$ cat src/rtl/fetch_unit.sv
// Prefetching instruction-fetch front end: one outstanding memory request at a
// time, a PC-tagged FIFO toward decode, branch redirect/flush and halt/drain.
module fetch_unit #(
  parameter int unsigned         PC_WIDTH    = 12,
  parameter int unsigned         INSTR_WIDTH = 9,
  parameter int unsigned         DEPTH       = 4,
  parameter logic [PC_WIDTH-1:0] RESET_PC    = '0
) (
  input  logic                   clk,
  input  logic                   reset,
  input  logic                   start,
  input  logic                   halt,
  input  logic                   redirect,
  input  logic [PC_WIDTH-1:0]    redirect_pc,
  output logic                   imem_req,
  output logic [PC_WIDTH-1:0]    imem_addr,
  input  logic                   imem_ack,
  input  logic [INSTR_WIDTH-1:0] imem_data,
  output logic                   instr_valid,
  output logic [INSTR_WIDTH-1:0] instr,
  output logic [PC_WIDTH-1:0]    instr_pc,
  input  logic                   instr_ready,
  output logic                   busy,
  output logic                   done
);

  localparam int unsigned PTR_W = $clog2(DEPTH);
  localparam int unsigned CNT_W = PTR_W + 1;

  typedef enum logic [1:0] {S_IDLE, S_RUN, S_DRAIN, S_HALTED} state_e;

  typedef struct packed {
    logic [PC_WIDTH-1:0]    pc;
    logic [INSTR_WIDTH-1:0] word;
  } entry_t;

  state_e              state_q, state_d;
  logic [PC_WIDTH-1:0] fetch_pc_q, fetch_pc_d;
  logic [PC_WIDTH-1:0] addr_q, addr_d;
  logic                req_q, req_d;
  logic                squash_q, squash_d;
  logic                valid_q, valid_d;
  logic                busy_q, done_q;
  logic [PTR_W-1:0]    wr_ptr_q, wr_ptr_d, rd_ptr_q, rd_ptr_d;
  logic [CNT_W-1:0]    count_q, count_d;
  entry_t              head_q, head_d;
  entry_t              new_c;
  entry_t              mem_q [DEPTH];

  logic run_c, xfer_c, flush_c, push_c, pop_c;

  assign run_c   = (state_q == S_RUN);
  assign xfer_c  = req_q && imem_ack;
  assign flush_c = run_c && (halt || redirect);
  assign push_c  = xfer_c && run_c && !flush_c && !squash_q;
  assign pop_c   = valid_q && instr_ready && !flush_c;
  assign new_c   = '{pc: addr_q, word: imem_data};

  // Next-state: FIFO bookkeeping first, since the request decision needs count_d
  always_comb begin
    state_d    = state_q;
    fetch_pc_d = fetch_pc_q;
    addr_d     = addr_q;
    req_d      = req_q;
    squash_d   = squash_q;
    wr_ptr_d   = wr_ptr_q;
    rd_ptr_d   = rd_ptr_q;
    count_d    = count_q;
    head_d     = head_q;

    if (flush_c) begin
      wr_ptr_d = '0;
      rd_ptr_d = '0;
      count_d  = '0;
    end else begin
      if (push_c) wr_ptr_d = wr_ptr_q + PTR_W'(1);
      if (pop_c)  rd_ptr_d = rd_ptr_q + PTR_W'(1);
      count_d = count_q + CNT_W'(push_c) - CNT_W'(pop_c);
    end

    // The new head is the word being written this edge when it lands at the read slot
    if (count_d != '0) begin
      if (push_c && (wr_ptr_q == rd_ptr_d)) head_d = new_c;
      else                                  head_d = mem_q[rd_ptr_d];
    end
    valid_d = (count_d != '0);

    case (state_q)
      S_IDLE, S_HALTED: begin
        if (start) begin
          state_d    = S_RUN;
          fetch_pc_d = RESET_PC;
          addr_d     = RESET_PC;
          req_d      = 1'b1;
          squash_d   = 1'b0;
        end
      end
      S_RUN: begin
        if (halt) begin
          state_d  = S_DRAIN;
          req_d    = req_q && !imem_ack;
          squash_d = req_q && !imem_ack;
        end else begin
          if (redirect)                 fetch_pc_d = redirect_pc;
          else if (xfer_c && !squash_q) fetch_pc_d = fetch_pc_q + PC_WIDTH'(1);
          // A request still waiting for its ack keeps its address; a redirect marks it stale
          if (req_q && !imem_ack) begin
            squash_d = squash_q || redirect;
          end else begin
            squash_d = 1'b0;
            req_d    = (count_d < CNT_W'(DEPTH));
            if (req_d) addr_d = fetch_pc_d;
          end
        end
      end
      S_DRAIN: begin
        if (!req_q || imem_ack) begin
          state_d  = S_HALTED;
          req_d    = 1'b0;
          squash_d = 1'b0;
        end
      end
    endcase
  end

  always_ff @(posedge clk or negedge reset) begin
    if (!reset) begin
      state_q    <= S_IDLE;
      fetch_pc_q <= RESET_PC;
      addr_q     <= '0;
      req_q      <= 1'b0;
      squash_q   <= 1'b0;
      valid_q    <= 1'b0;
      busy_q     <= 1'b0;
      done_q     <= 1'b0;
      wr_ptr_q   <= '0;
      rd_ptr_q   <= '0;
      count_q    <= '0;
      head_q     <= '0;
    end else begin
      state_q    <= state_d;
      fetch_pc_q <= fetch_pc_d;
      addr_q     <= addr_d;
      req_q      <= req_d;
      squash_q   <= squash_d;
      valid_q    <= valid_d;
      busy_q     <= (state_d == S_RUN) || (state_d == S_DRAIN);
      done_q     <= (state_d == S_HALTED);
      wr_ptr_q   <= wr_ptr_d;
      rd_ptr_q   <= rd_ptr_d;
      count_q    <= count_d;
      head_q     <= head_d;
    end
  end

  // Storage is only observed through the reset head register, so it carries no reset
  always_ff @(posedge clk) begin
    if (push_c) mem_q[wr_ptr_q] <= new_c;
  end

  assign imem_req    = req_q;
  assign imem_addr   = addr_q;
  assign instr_valid = valid_q;
  assign instr       = head_q.word;
  assign instr_pc    = head_q.pc;
  assign busy        = busy_q;
  assign done        = done_q;

endmodule

$ cat config.mk
export PLATFORM = sky130hd
export DESIGN_NAME = fetch_unit
export DESIGN_NICKNAME = d
export VERILOG_FILES = /design/src/rtl/fetch_unit.sv
export SDC_FILE = /design/constraint.sdc
export NUM_CORES = 1
export LEC_CHECK = 0
export ABC_AREA = 1
export ABC_CLOCK_PERIOD_IN_PS = 2600
export CORE_MARGIN = 3
export CORE_UTILIZATION = 54
export CTS_BUF_LIST = sky130_fd_sc_hd__clkbuf_8
export DETAILED_ROUTE_END_ITERATION = 7
export GPL_TIMING_DRIVEN = 0
export PLACE_DENSITY_LB_ADDON = 0.2
export SETUP_SLACK_MARGIN = 0.15
export SLEW_MARGIN = 20
export SYNTH_ARGS = -nofsm -noshare
export SYNTH_HDL_FRONTEND = slang
export SYNTH_SLANG_ARGS = --single-unit
$ cat constraint.sdc
create_clock -name clk -period 2.6 [get_ports clk]
set_clock_uncertainty 0.05 [all_clocks]
set_input_delay 0.78 -clock clk [delete_from_list [all_inputs] [get_ports clk]]
set_output_delay 0.78 -clock clk [all_outputs]
set_load 0.005 [all_outputs]
==> metrics, run 1 <==
post-synth top area cell=edfxtp_1; number of distinct library cells after synthesis=39; number of iterations in the first detailed-routing pass=5; critical path startpoint category=flip-flop; RR Startpoint=state_q[1]; number of pins exceeding their max-slew limit in the final report=0; part of the total power dissipated in sequential elements=30.1%; first-iteration detailed-routing DRC count=436; Overflow after GRT=0; nets=875; count of buffer and inverter cells on the critical path=5; Critical Path Max Stage Delay=0.56 ns; leading post-synthesis cells by cell area=edfxtp_1 37%, dfrtp_1 22%, nand2_1 12%, nand3_1 8.3%, nand4_1 4.2%; worst vdd ir=0.730 mV; synthesis warning total=0; sum of met3 wire segment lengths after detailed routing=1290 um; fraction of layout cells with a size suffix above 1=21.3%; number of placed instances, taps included=958; timing endpoint of the critical path=instr_pc[5]; antenna violation net count after detailed routing=0; starting density of the core=55.7%; highest attainable clock frequency=365 MHz; number of failing setup endpoints in the final timing report=30; register area share after synthesis=59.0%; Sinks on Clock Net=143; DIE HEIGHT=118 um; CP cell instances=inv_2, ha_4, nand2_4, nor2_4, inv_4, ha_4, inv_2, ha_4, inv_2, fa_2, nor2_4, nor2_4, nand2_8, buf_6, nand3_2, nand2_1; power density normalized to cell area=~1200 mW/mm^2; FF-to-FF path depth=16; top-level I/O count=65; Final HPWL DP=around 11000 um; CTS buffer count=17; post-synthesis instance total=between 700 and 800; filler cell count=917; share of total power in combinational logic=55.3%; number of endpoints with negative hold slack in the final report=0; clock transition time at the flip-flop clock pins of the worst setup and hold paths=0.08 ns; worst hold slack=0.137 ns; minimum clock period after layout=2.74 ns; Worst Path Max Fanout=7; Total Die Area=0.0139 mm^2; number of logic stages on the critical path including buffering=16; most frequent standard cell in the layout excluding fill and tap cells=nand2_1; dominant delay contributor by cell family on the critical path=adder cells; root buffer cell=clkbuf_8; CTS tree=done; final worst path period share=105%; type of the most critical hold path=input pin to async pin; Detailed Route WL=16900 um; critical path data required time=2.88 ns; antenna violations before repair=0; drc violations=0; count of vias placed by the detailed router=roughly 5600; H-Tree Level Count=4; Worst setup EP type=flip-flop; core area=0.0122 mm^2; amount of wire on met2 after detailed routing=8460 um; Register-to-Register Setup Slack=-0.14 ns; commonest cells after routing, fill and taps aside=183 x nand2_1, 86 x nand3_1, 84 x edfxtp_1; netlist area before placement=roughly 0.0068 mm^2; outcome=finished with violations; Pint=6.28 mW; buffer levels on the longest clock path=2; number of core rows=40; max-cap violation count=0; violated checks=setup timing; power consumption=10.9 mW; switching share of total power=42.1%; clock share of power=14.6%; average instance area after synthesis=around 9.4 um^2; Max stage delay cell, worst path=fa_2; post-synthesis sequential element count=~140; Crit Reg-Reg Endpoint=instr_pc[5]; vias per cell=5.50; switching pwr=between 4 and 5 mW; Area growth, synth to finish=28.7%; gpl congestion=0.898; reported leakage power=3.75 nW; Antenna diodes=0; maximum number of pins on one net before global-route repair=42; accumulated negative setup slack=-2.44 ns; post-layout instance count excluding filler cells=1017; Mapped Nets=around 760; data arrival time of the critical path=3.02 ns; Setup WS post-layout=-0.137 ns; Slew @ Worst Pin=0.704 ns; launch point of the worst path=state_q[1]; Routed wire per std cell=16.6 um; vias in the first global route=5700; wire length of the first global-routing pass=27700 um; Yosys top cell area share=~37%; buffers added on ports=64; global-route usage over all layers=between 20% and 30%; detailed-route wire length on metal 1=6730 um; later-pin clock latency in the skew report=0.45 ns; unrepaired setup endpoints after global routing=true; top layer reached by signal wires=met4; Die Wd=118 um; category of the critical setup timing path=flip-flop to flip-flop; relative max-transition margin=53.0%
per-layer routing:
metal / vias to the layer above / GRT usage [%]
met2: 243 / 43.6
met1: 2642 / 30.9
met3: 38 / 4.76
met4: 0 / 10.5
li1: 2669 / -
met5: - / 0
timing repair:
action / 4_1_cts / 5_1_grt
hold buffers: 0 / 0
gates resized for setup: 64 / 46
cloned: 3 / 2
pin swaps: 24 / 15
setup endpoints to repair: 114 / 35
buffers inserted: 16 / 6
through the flow:
stage	worst slack, ns	instance area (um^2)	util, %
after detailed placement	-1.35	7760	63.8
final	-0.137	8720	71.7
after CTS	-0.0759	8480	69.7
after floorplan	-0.239	6840	-
after global placement	-1.39	7690	63.2
after global routing	-0.218	8720	71.7
logic make-up (layout without fill, tap and decap cells):
family          count (synthesis)  count (layout)  synth area share, %
simple gates                  431             431                 29.1
flops                         143             143                 59.0
buf+inv                       100             227                 6.30
compound gates                 35              35                 3.16
fa+ha+maj                      11              11                 2.14
xor+xnor                        2               2                0.258
power groups by stage:
| stage | logic [mW] | registers, mW | clock network [mW] |
|---|---|---|---|
| 4_1_cts | 5.31 | 3.24 | 1.62 |
| 3_3_place_gp | 4.32 | 3.26 | 0 |
| 5_1_grt | 6.56 | 3.33 | 1.72 |
| 3_5_place_dp | 4.49 | 3.28 | 0 |
| 6_report | 6.00 | 3.27 | 1.58 |
| 2_1_floorplan | 2.96 | 3.23 | 0 |
layout make-up:
type                    count  area (um^2)  area share, %
clock buffers              17          234           2.68
flip-flops and latches    143         4000           45.8
inverters                  63          256           2.94
plain buffers              37          223           2.55
multi-input cells         479         2730           31.2
clock inverters            15          116           1.33
repair buffers             95          961           11.0
well taps                 168          210           2.41
how the worst min path moves through the flow:
stage	from	endpoint	depth (start not counted)	slack [ns]
after detailed placement	instr[6]	instr[6]	2	0.41
after global routing	reset	instr[8]	1	0.13
after CTS	reset	instr[8]	1	0.12
after floorplan	fetch_pc_q[11]	fetch_pc_q[11]	2	0.41
final	reset	instr[8]	1	0.14
after global placement	instr[6]	instr[6]	2	0.40
registers in the layout, summed over array words and instances (netlist names):
register	count
busy	1
count_q	3
done	1
fetch_pc_q	12
imem_addr	12
imem_req	1
instr	9
instr_pc	12
instr_valid	1
mem_q	84
rd_ptr_q	2
squash_q	1
state_q	2
wr_ptr_q	2
Yosys cell counts:
master    count
buf_4         1
nand3_1     112
o21ai_1       7
a211oi_1      1
or2_2         1
xnor2_1       1
clkbuf_1     12
nand2_1     209
a32oi_1       1
nand3_4       1
o22ai_1       2
o31a_1        1
nand3b_1      2
ha_1         10
nor2_2        6
nand2_4       1
inv_1        58
xor2_1        1
edfxtp_1     84
o211ai_1      1
a31oi_1       1
nor2_1       40
buf_2        20
o21ai_0      15
buf_6         3
buf_1         1
nand3_2       2
nor2_4        4
a21oi_2       1
dfrtp_1      59
nand4_1      46
o21ai_4       1
o21ai_2       2
nand2_2       3
nor3_1        3
fa_1          1
inv_2         5
or2_0         1
a21oi_1       2
No activity file was read; power rests on OpenSTA's default activity.
==> inputs of run 2 (changes only) <==
ABC_CLOCK_PERIOD_IN_PS = 3400   (was 2600)
CORE_UTILIZATION = 64   (was 54)
clock period = 3.4 ns   (was 2.6 ns; I/O delays follow)
==> run 2 against run 1 <==
  * The flow now finishes without violations
  * Wire length is 8.7% higher
  * Sequential power is 24% lower
  * Clock power is 3% higher
  * Count of clock-buffer cells in the layout is 2 higher
  * Setup slack better by 0.36 ns
  * Die area is 15% lower
  * Hold slack better by 0.23 ns
  * Combinational power is 36% lower
  * Sequential share of layout area is 2.3 points higher
  * Critical path depth stayed put
  * Non-clock buffer count is 19 lower
  * Critical path type is now input pin to flip-flop
  * Critical endpoint is now instr_pc[1]
  * Highest routed layer unchanged
==> metrics, run 2 (synthesized netlist as in run 1, its figures left out) <==
Register-to-Register Setup Slack=between 0.3 and 0.4 ns; number of core rows=36; FF-to-FF path depth=17; clock transition time at the flip-flop clock pins of the worst setup and hold paths=0.08 ns; later-pin clock latency in the skew report=0.44 ns; Final HPWL DP=between 10000 and 15000 um; Max stage delay cell, worst path=fa_2; launch point of the worst path=imem_ack; outcome=completed; Slew @ Worst Pin=between 0.7 and 0.8 ns; global-route usage over all layers=a little under a third; H-Tree Level Count=4; top-level I/O count=65; Routed wire per std cell=between 15 and 20 um; Sinks on Clock Net=approximately 140; power density normalized to cell area=955 mW/mm^2; Crit Reg-Reg Endpoint=instr_pc[1]; number of pins exceeding their max-slew limit in the final report=0; fraction of layout cells with a size suffix above 1=13.5%; max-cap violation count=0; antenna violation net count after detailed routing=0; met3 usage in global routing=7.22%; worst vdd ir=0.576 mV; gpl congestion=0.949; CTS buffer count=17; unrepaired setup endpoints after global routing=false; dominant delay contributor by cell family on the critical path=adder cells; root buffer cell=clkbuf_8; accumulated negative setup slack=0 ns; hold_buf cts=0; number of logic stages on the critical path including buffering=16; starting density of the core=67.5%; CTS tree=done; grt met2 use=51.9%; data arrival time of the critical path=3.50 ns; commonest cells after routing, fill and taps aside=207 x nand2_1, 107 x nand3_1, 84 x edfxtp_1; number of endpoints with negative hold slack in the final report=0; category of the critical setup timing path=input pin to flip-flop; count of buffer and inverter cells on the critical path=6; critical path data required time=3.73 ns; RR Startpoint=state_q[1]; Worst Path Max Fanout=6; relative max-transition margin=48.1%; critical path startpoint category=input pin; CP cell instances=dlygate4sd2_1, nand3_4, nor2_4, inv_4, ha_1, inv_1, ha_1, inv_1, fa_2, nor2_2, nor2_2, nand2_4, inv_4, clkbuf_4, nand2_1, nand2_1; Total Die Area=around 0.012 mm^2; count of vias placed by the detailed router=between 5000 and 6000; most frequent standard cell in the layout excluding fill and tap cells=nand2_1; minimum clock period after layout=3.17 ns; core area=~0.01 mm^2; number of failing setup endpoints in the final timing report=0; met1 demand-to-capacity share in global routing=40.4%; reported leakage power=~3.6 nW; first-iteration detailed-routing DRC count=625; antenna violations before repair=0; number of iterations in the first detailed-routing pass=6; maximum number of pins on one net before global-route repair=between 40 and 50; timing endpoint of the critical path=instr_pc[1]; drc violations=0; Area growth, synth to finish=22.7%; register with the most flip-flops=mem_q; buffers added on ports=64; Antenna diodes=0; buffer levels on the longest clock path=2; grt peak-use layer=met2; Detailed Route WL=approximately 18000 um; highest attainable clock frequency=315 MHz; final worst path period share=between 90 and 100%; DIE HEIGHT=109 um; vias per cell=6.09; Worst setup EP type=flip-flop; wire length of the first global-routing pass=28700 um; post-layout utilization of the core=82.8%; max FFs per register=84; type of the most critical hold path=input pin to async pin; Die Wd=109 um; Overflow after GRT=0; filler cell count=567; Critical Path Max Stage Delay=0.53 ns; vias in the first global route=5867; nets=856
==> run 2: cell types whose count changed in the layout (fill, tap and decap cells not counted), sizes merged, moves of 2 or more <==
cell,delta
buf,-20
clkinv,-4
clkbuf,+3
bufinv,+4
inv,-2
==> run 2: repair_timing <==
action	in CTS	in global routing
pin swaps	2	6
cloned	0	2
gates resized for setup	16	24
hold endpoints to repair	0	0
endpoints found under the setup margin	36	33
setup buffers	1	6
==> run 2: metal layers <==
layer	wire (um)	share of wire, %	vias up
met5	0	0	-
met1	6700	37	2731
met4	673	3.7	0
met2	9050	49	426
met3	1930	11	72
li1	-	-	2636
==> run 2: area by class of cell <==
class	count	area [um^2]	area share [%]
clock inverter	13	218	2.62
tap	133	166	2.00
clock buffer	19	262	3.14
timing repair buffer	76	767	9.22
inverter	63	241	2.90
sequential	143	4000	48.1
multi-input combinational	479	2450	29.4
buffer	37	215	2.59
==> run 2: worst reg2reg max path: stages, from the launching register on <==
cell      delay, ns
dfrtp_1        0.40
inv_1          0.09
ha_1           0.29
inv_2          0.18
nor2_4         0.19
nor2_1         0.06
ha_1           0.28
inv_1          0.06
ha_1           0.14
inv_1          0.05
fa_2           0.53
nor2_2         0.05
nor2_2         0.13
nand2_4        0.11
inv_4          0.10
clkbuf_4       0.18
nand2_1        0.06
nand2_1        0.07
==> run 2: how the worst min path moves through the flow <==
| stage | from | to | slack [ns] |
|---|---|---|---|
| 2_1_floorplan | fetch_pc_q[11] | fetch_pc_q[11] | 0.41 |
| 3_3_place_gp | instr[8] | instr[8] | 0.41 |
| 3_5_place_dp | instr_pc[10] | instr_pc[10] | 0.41 |
| 4_1_cts | reset | fetch_pc_q[8] | 0.35 |
| 5_1_grt | reset | fetch_pc_q[8] | 0.35 |
| 6_report | reset | fetch_pc_q[8] | 0.37 |
==> run 2: stage by stage <==
stage | worst slack (ns) | instance area [um^2] | std cells | hold WS [ns] | power (mW)
floorplan | 0.242 | 6780 | 722 | 0.412 | 4.62
global placement | -0.842 | 7580 | 919 | 0.411 | 5.66
detailed placement | -0.921 | 7660 | 922 | 0.414 | 5.86
CTS | 0.157 | 8190 | 955 | 0.355 | 7.57
global route | 0.135 | 8320 | 963 | 0.353 | 8.42
finish | 0.227 | 8320 | 963 | 0.371 | 7.94
==> run 2: power by group <==
group | switching (mW) | total, mW | internal [mW] | leakage (nW)
Combinational | 2.36 | 3.83 | 1.47 | 1.83
Sequential | 0.275 | 2.49 | 2.22 | 1.51
Clock | 0.641 | 1.62 | 0.980 | 0.249
==> RTL edit 1 (flow settings as in run 1) <==
Reset style: synchronous (`reset`), changed in one clocked block.
--- a/src/rtl/fetch_unit.sv
+++ b/src/rtl/fetch_unit.sv
@@ -124,5 +124,5 @@
   end
 
-  always_ff @(posedge clk or negedge reset) begin
+  always_ff @(posedge clk) begin
     if (!reset) begin
       state_q    <= S_IDLE;
Formal check against the unedited RTL: differs if reset is asserted again (counterexample within 4 cycles, from zero or initial values and one cycle with reset low); with reset held inactive, the same outputs for 4 cycles.
==> RTL edit 1 against run 1 <==
The run still ends with negative setup slack left; via count rose by 2.4%; final cell count rose by 8.9%; sequential cell count did not move; final area fell by 1.6%; routed wire length rose by 1.2%; synthesized area rose by 0.52%; worst setup slack improved by 0.013 ns; global-route usage fell by 0.74 points; critical path type unchanged.
Power is not compared: it rests on default switching activity, and its combinational part moved more than twofold at a synthesized area within 25%.
==> RTL edit 1: results (changes against run 1) <==
| Metric | Value |
|---|---|
| Status | `finished, violations left` |
| Violated checks | `negative setup slack` |
| Total GRT Usage | `24.4% (-0.74 points)` |
| Vias | `5,725 (+2.4%)` |
| First-pass GRT wire length | `26.7 mm (-3.5%)` |
| Multi-input gate count | `517 (+7.9%)` |
| FF/Latch Area | `0.00371 sq mm (-7.3%)` |
| Worst Max-Slew Pin Slew | `0.752 ns (+0.0478 ns)` |
| ClkCell Share | `4.63% (+0.62 points)` |
| Non-clock buffers | `114 (-14%)` |
| Vias per cell | `5.17 (-6.0%)` |
| Layout cell share with drive strength beyond 1 | `19.3% (-2.1 points)` |
| Leakage power | `3.82 nW` |
| Placer Congestion | `0.909 (+1.2%)` |
| Final setup vio count | `23 (-23%)` |
| Setup TNS | `-2.16 ns (+0.288 ns)` |
| Worst path arrival time | `3.07 ns (+0.05 ns)` |
| Number of port buffers | `63 (-1.6%)` |
| Layout fillers | `935 (+2.0%)` |
| Ys async rst share | `0% (-41 points)` |
| Resized Gates After CTS | `50 (-22%)` |
| # diodes | `0 (unchanged)` |
| Pin count of the biggest net entering global routing | `22 (-48%)` |
| Final Worst Setup Slack | `-0.124 ns (+0.0125 ns)` |
| Clkbuf count | `18 (+1)` |
| Peak VDD IR | `0.422 mV` |
| Wire per inst | `15.4 microns (-7.1%)` |
| Overall Power | `7.56 mW` |
| Nets | `966 (+10%)` |
| Worst-path maximum fanout | `6 (-1)` |
| Largest cells by area after synthesis | `edfxtp_1, dfxtp_1, nand2_1, inv_1, nor2_1` |
| Final non-clock buffer share | `12.2% (-1.4 points)` |
| Sequential share of the synthesized area | `54.4% (-4.6 points)` |
| Iter 0 DRT Violations | `445 (+2.1%)` |
| Cell Count Post-Placement | `1,058 (+10%)` |
| Comb. pwr | `2.69 mW` |
| Detail Placement HPWL | `11.0 mm (about the same)` |
| Post-synth top cells | `nand2_1, inv_1, nor2_1` |
| Skew-Pair Late Insertion Delay | `0.45 ns (about the same)` |
| Cells after Synth | `827 (+15%)` |
| Clock root cell | `clkbuf_8` |
| Multi-input gate area | `0.00271 sq mm (-0.41%)` |
| Worst min path class | `reg2reg` |
| Inverters | `134 (+110%)` |
| Net Count, Synth | `866 (+14%)` |
| Post-CTS setup buffer count | `8 (-8)` |
| Dpl cell area | `0.00779 sq mm (+0.44%)` |
## RTL edit 1: changes by cell type in the layout (fill, tap and decap cells not counted), sizes merged, moves of 41 or more
cell / run 1 / this run
nand2: 213 / 261
nand4: 46 / 5
nand3: 115 / 68
dfxtp: 0 / 59
inv: 69 / 135
dfrtp: 59 / 0
## RTL edit 1: final timing paths
path / startpoint / endpoint / slack (ns) / cells past startpoint
worst min-delay path: instr_pc[3] / instr_pc[3] / 0.40 / 2
worst max register to register: state_q[1] / instr_pc[10] / -0.12 / 18
worst min register to register: instr_pc[3] / instr_pc[3] / 0.40 / 2
worst max-delay path: state_q[1] / instr_pc[10] / -0.12 / 18
## RTL edit 1: per-stage QoR
step                utilization (%)  setup slack, ns
finish                         70.6           -0.124
global route                   70.6           -0.171
CTS                            69.0          -0.0932
detailed placement             64.1            -1.15
global placement               63.8            -1.36
floorplan                         -           -0.170
## RTL edit 1: critical path: stages, from the launching register on
cell and delay, ns:
dfxtp_2 0.33, inv_2 0.07, ha_4 0.12, buf_6 0.11
inv_4 0.04, nor2_4 0.15, nor2_4 0.05, ha_4 0.25
inv_2 0.03, ha_4 0.15, inv_2 0.05, fa_1 0.42
nand2_1 0.11, nand2_2 0.10, a21oi_4 0.20, buf_12 0.16
buf_8 0.13, nand3_2 0.08, nand2_1 0.06
## RTL edit 1: cells by family after synthesis
kind of cell	share of synthesized area, %
adder cells (fa/ha/maj)	2.13
AND/OR/NAND/NOR	28.0
XOR/XNOR	0.753
AO/OA/AOI/OAI	4.90
buffers and inverters	9.90
flip-flops	54.4
## RTL edit 1: per-layer routing
layer | track usage (%) | up-vias | routed length, microns
li1 | - | 2791 | -
met1 | 27.7 | 2680 | 6910
met2 | 43.2 | 211 | 8720
met3 | 5.79 | 43 | 1070
met4 | 11.3 | 0 | 393
met5 | 0 | - | 0
==> RTL edit 2 (flow settings as in run 1) <==
Without the edit above. The parameter `PC_WIDTH` goes from 12 to 18.
--- a/src/rtl/fetch_unit.sv
+++ b/src/rtl/fetch_unit.sv
@@ -2,5 +2,5 @@
 // time, a PC-tagged FIFO toward decode, branch redirect/flush and halt/drain.
 module fetch_unit #(
-  parameter int unsigned         PC_WIDTH    = 12,
+  parameter int unsigned         PC_WIDTH    = 18,
   parameter int unsigned         INSTR_WIDTH = 9,
   parameter int unsigned         DEPTH       = 4,
Ports: changed (resized imem_addr, instr_pc and redirect_pc); port bits go from 65 to 83. The function was not compared with the original's and may differ.
==> RTL edit 2 against run 1 <==
The flow still finishes with violations (negative setup slack); final area up 21%; power up 18%; synthesized area up 25%; sequential cell count rose by 42; routed wire length grew 22%; worst setup slack got worse by 0.23 ns; sequential share of layout area rose by 3.0 points; final cell count up 23%.
==> RTL edit 2: results (changes against run 1) <==
| Metric | Value |
|---|---|
| Worst path arrival time | `3.26 ns (+0.24 ns)` |
| Detail Placement HPWL | `13.2 mm (+20%)` |
| Placer Congestion | `0.874 (-2.7%)` |
| Vias in the first global route | `6,545 (+15%)` |
| Flop2flop setup slack | `-0.33 ns (-0.19 ns)` |
| Status | `finished, violations left` |
| Place WS | `-1.19 ns (+0.154 ns)` |
| Cell family with most CP delay | `buffers and inverters` |
| Final setup vio count | `46 (+53%)` |
| Layout fillers | `1,174 (+28%)` |
| Post-synth top cells | `nand2_1, nand3_1, edfxtp_1` |
| Largest stage delay, worst path | `0.52 ns (-0.04 ns)` |
| Max reg flops | `108 (+29%)` |
| Dpl cell area | `0.00984 sq mm (+27%)` |
| Post-synth EDFFs | `108 (+29%)` |
| Net Count, Synth | `938 (+23%)` |
| Nets | `1,070 (+22%)` |
| Layout cell share with drive strength beyond 1 | `13.7% (-7.6 points)` |
| Worst Setup EP | `instr_pc[3]` |
| Antenna violations before repair | `0 (unchanged)` |
| Number of port buffers | `82 (+28%)` |
| Final cell count without fillers | `1,249 (+23%)` |
| Largest cells by area after synthesis | `edfxtp_1, dfrtp_1, nand2_1, nand3_1, nand3b_1` |
| Sequential share of the synthesized area | `61.0% (+2.0 points)` |
| Peak VDD IR | `0.679 mV (-6.9%)` |
| First-pass GRT wire length | `33.4 mm (+20%)` |
| Leakage power | `4.51 nW (+20%)` |
| Worst Setup SP | `instr_ready` |
| Cells after Synth | `893 (+24%)` |
| Wire per inst | `16.5 microns (-0.42%)` |
| Ys async rst share | `41.6% (+0.36 points)` |
| Worst relative slew slack | `62.2% (+9.3 points)` |
| Vias | `6,674 (+19%)` |
| Pin count of the biggest net entering global routing | `40 (-4.8%)` |
| Worst reg2reg path depth | `18 (+2)` |
| Crit path kind | `in2reg` |
| Worst-path maximum fanout | `5 (-2)` |
| Total GRT Usage | `24.6% (-0.55 points)` |
| R2R Path Start | `state_q[0]` |
| Final Worst Setup Slack | `-0.370 ns (-0.233 ns)` |
| Violated checks | `negative setup slack` |
| CTS clk-pin slew, worst paths | `0.09 ns` |
| Iter 0 DRT Violations | `600 (+38%)` |
## RTL edit 2: metal layers
| metal | GRT usage, % | vias up | routed length (microns) |
|---|---|---|---|
| li1 | - | 3251 | - |
| met1 | 31.5 | 3100 | 8610 |
| met2 | 40.8 | 268 | 10100 |
| met3 | 5.02 | 55 | 1300 |
| met4 | 10.7 | 0 | 691 |
| met5 | 0 | - | 0 |
## RTL edit 2: layout make-up
class / instances / area [sq um] / area share, %
Sequential cell: 185 / 5170 / 48.8
Multi-Input combinational cell: 625 / 3110 / 29.3
Timing Repair Buffer: 112 / 1180 / 11.1
Buffer: 37 / 308 / 2.91
Tap cell: 211 / 264 / 2.49
Clock buffer: 17 / 234 / 2.21
Inverter: 47 / 204 / 1.93
Clock inverter: 15 / 125 / 1.18
## RTL edit 2: logic make-up after synthesis
kind of cell	count (synthesis)	share of synthesized area, %
XOR/XNOR	4	0.414
AND/OR/NAND/NOR	564	28.9
flip-flops	185	61.0
AO/OA/AOI/OAI	45	3.22
adder cells (fa/ha/maj)	11	1.71
buffers and inverters	84	4.70
## RTL edit 2: through the flow
| stage | hold slack, ns | TNS (ns) |
|---|---|---|
| 2_1_floorplan | 0.415 | -7.28 |
| 3_3_place_gp | 0.404 | -317.98 |
| 3_5_place_dp | 0.409 | -74.11 |
| 4_1_cts | 0.269 | -9.02 |
| 5_1_grt | 0.277 | -16.99 |
| 6_report | 0.263 | -12.12 |
## RTL edit 2: what timing repair did
item                       in CTS  in global routing
gates cloned                    5                  0
gates resized for setup        44                 13
pin swaps                      12                  5
setup endpoints to repair      50                 63
buffers inserted               18                  3
## RTL edit 2: where the power goes
part | internal, mW | leakage [nW] | switching (mW)
registers | 3.75 | 1.97 | 0.495
clock network | 0.825 | 0.200 | 0.954
logic | 2.96 | 2.35 | 3.79
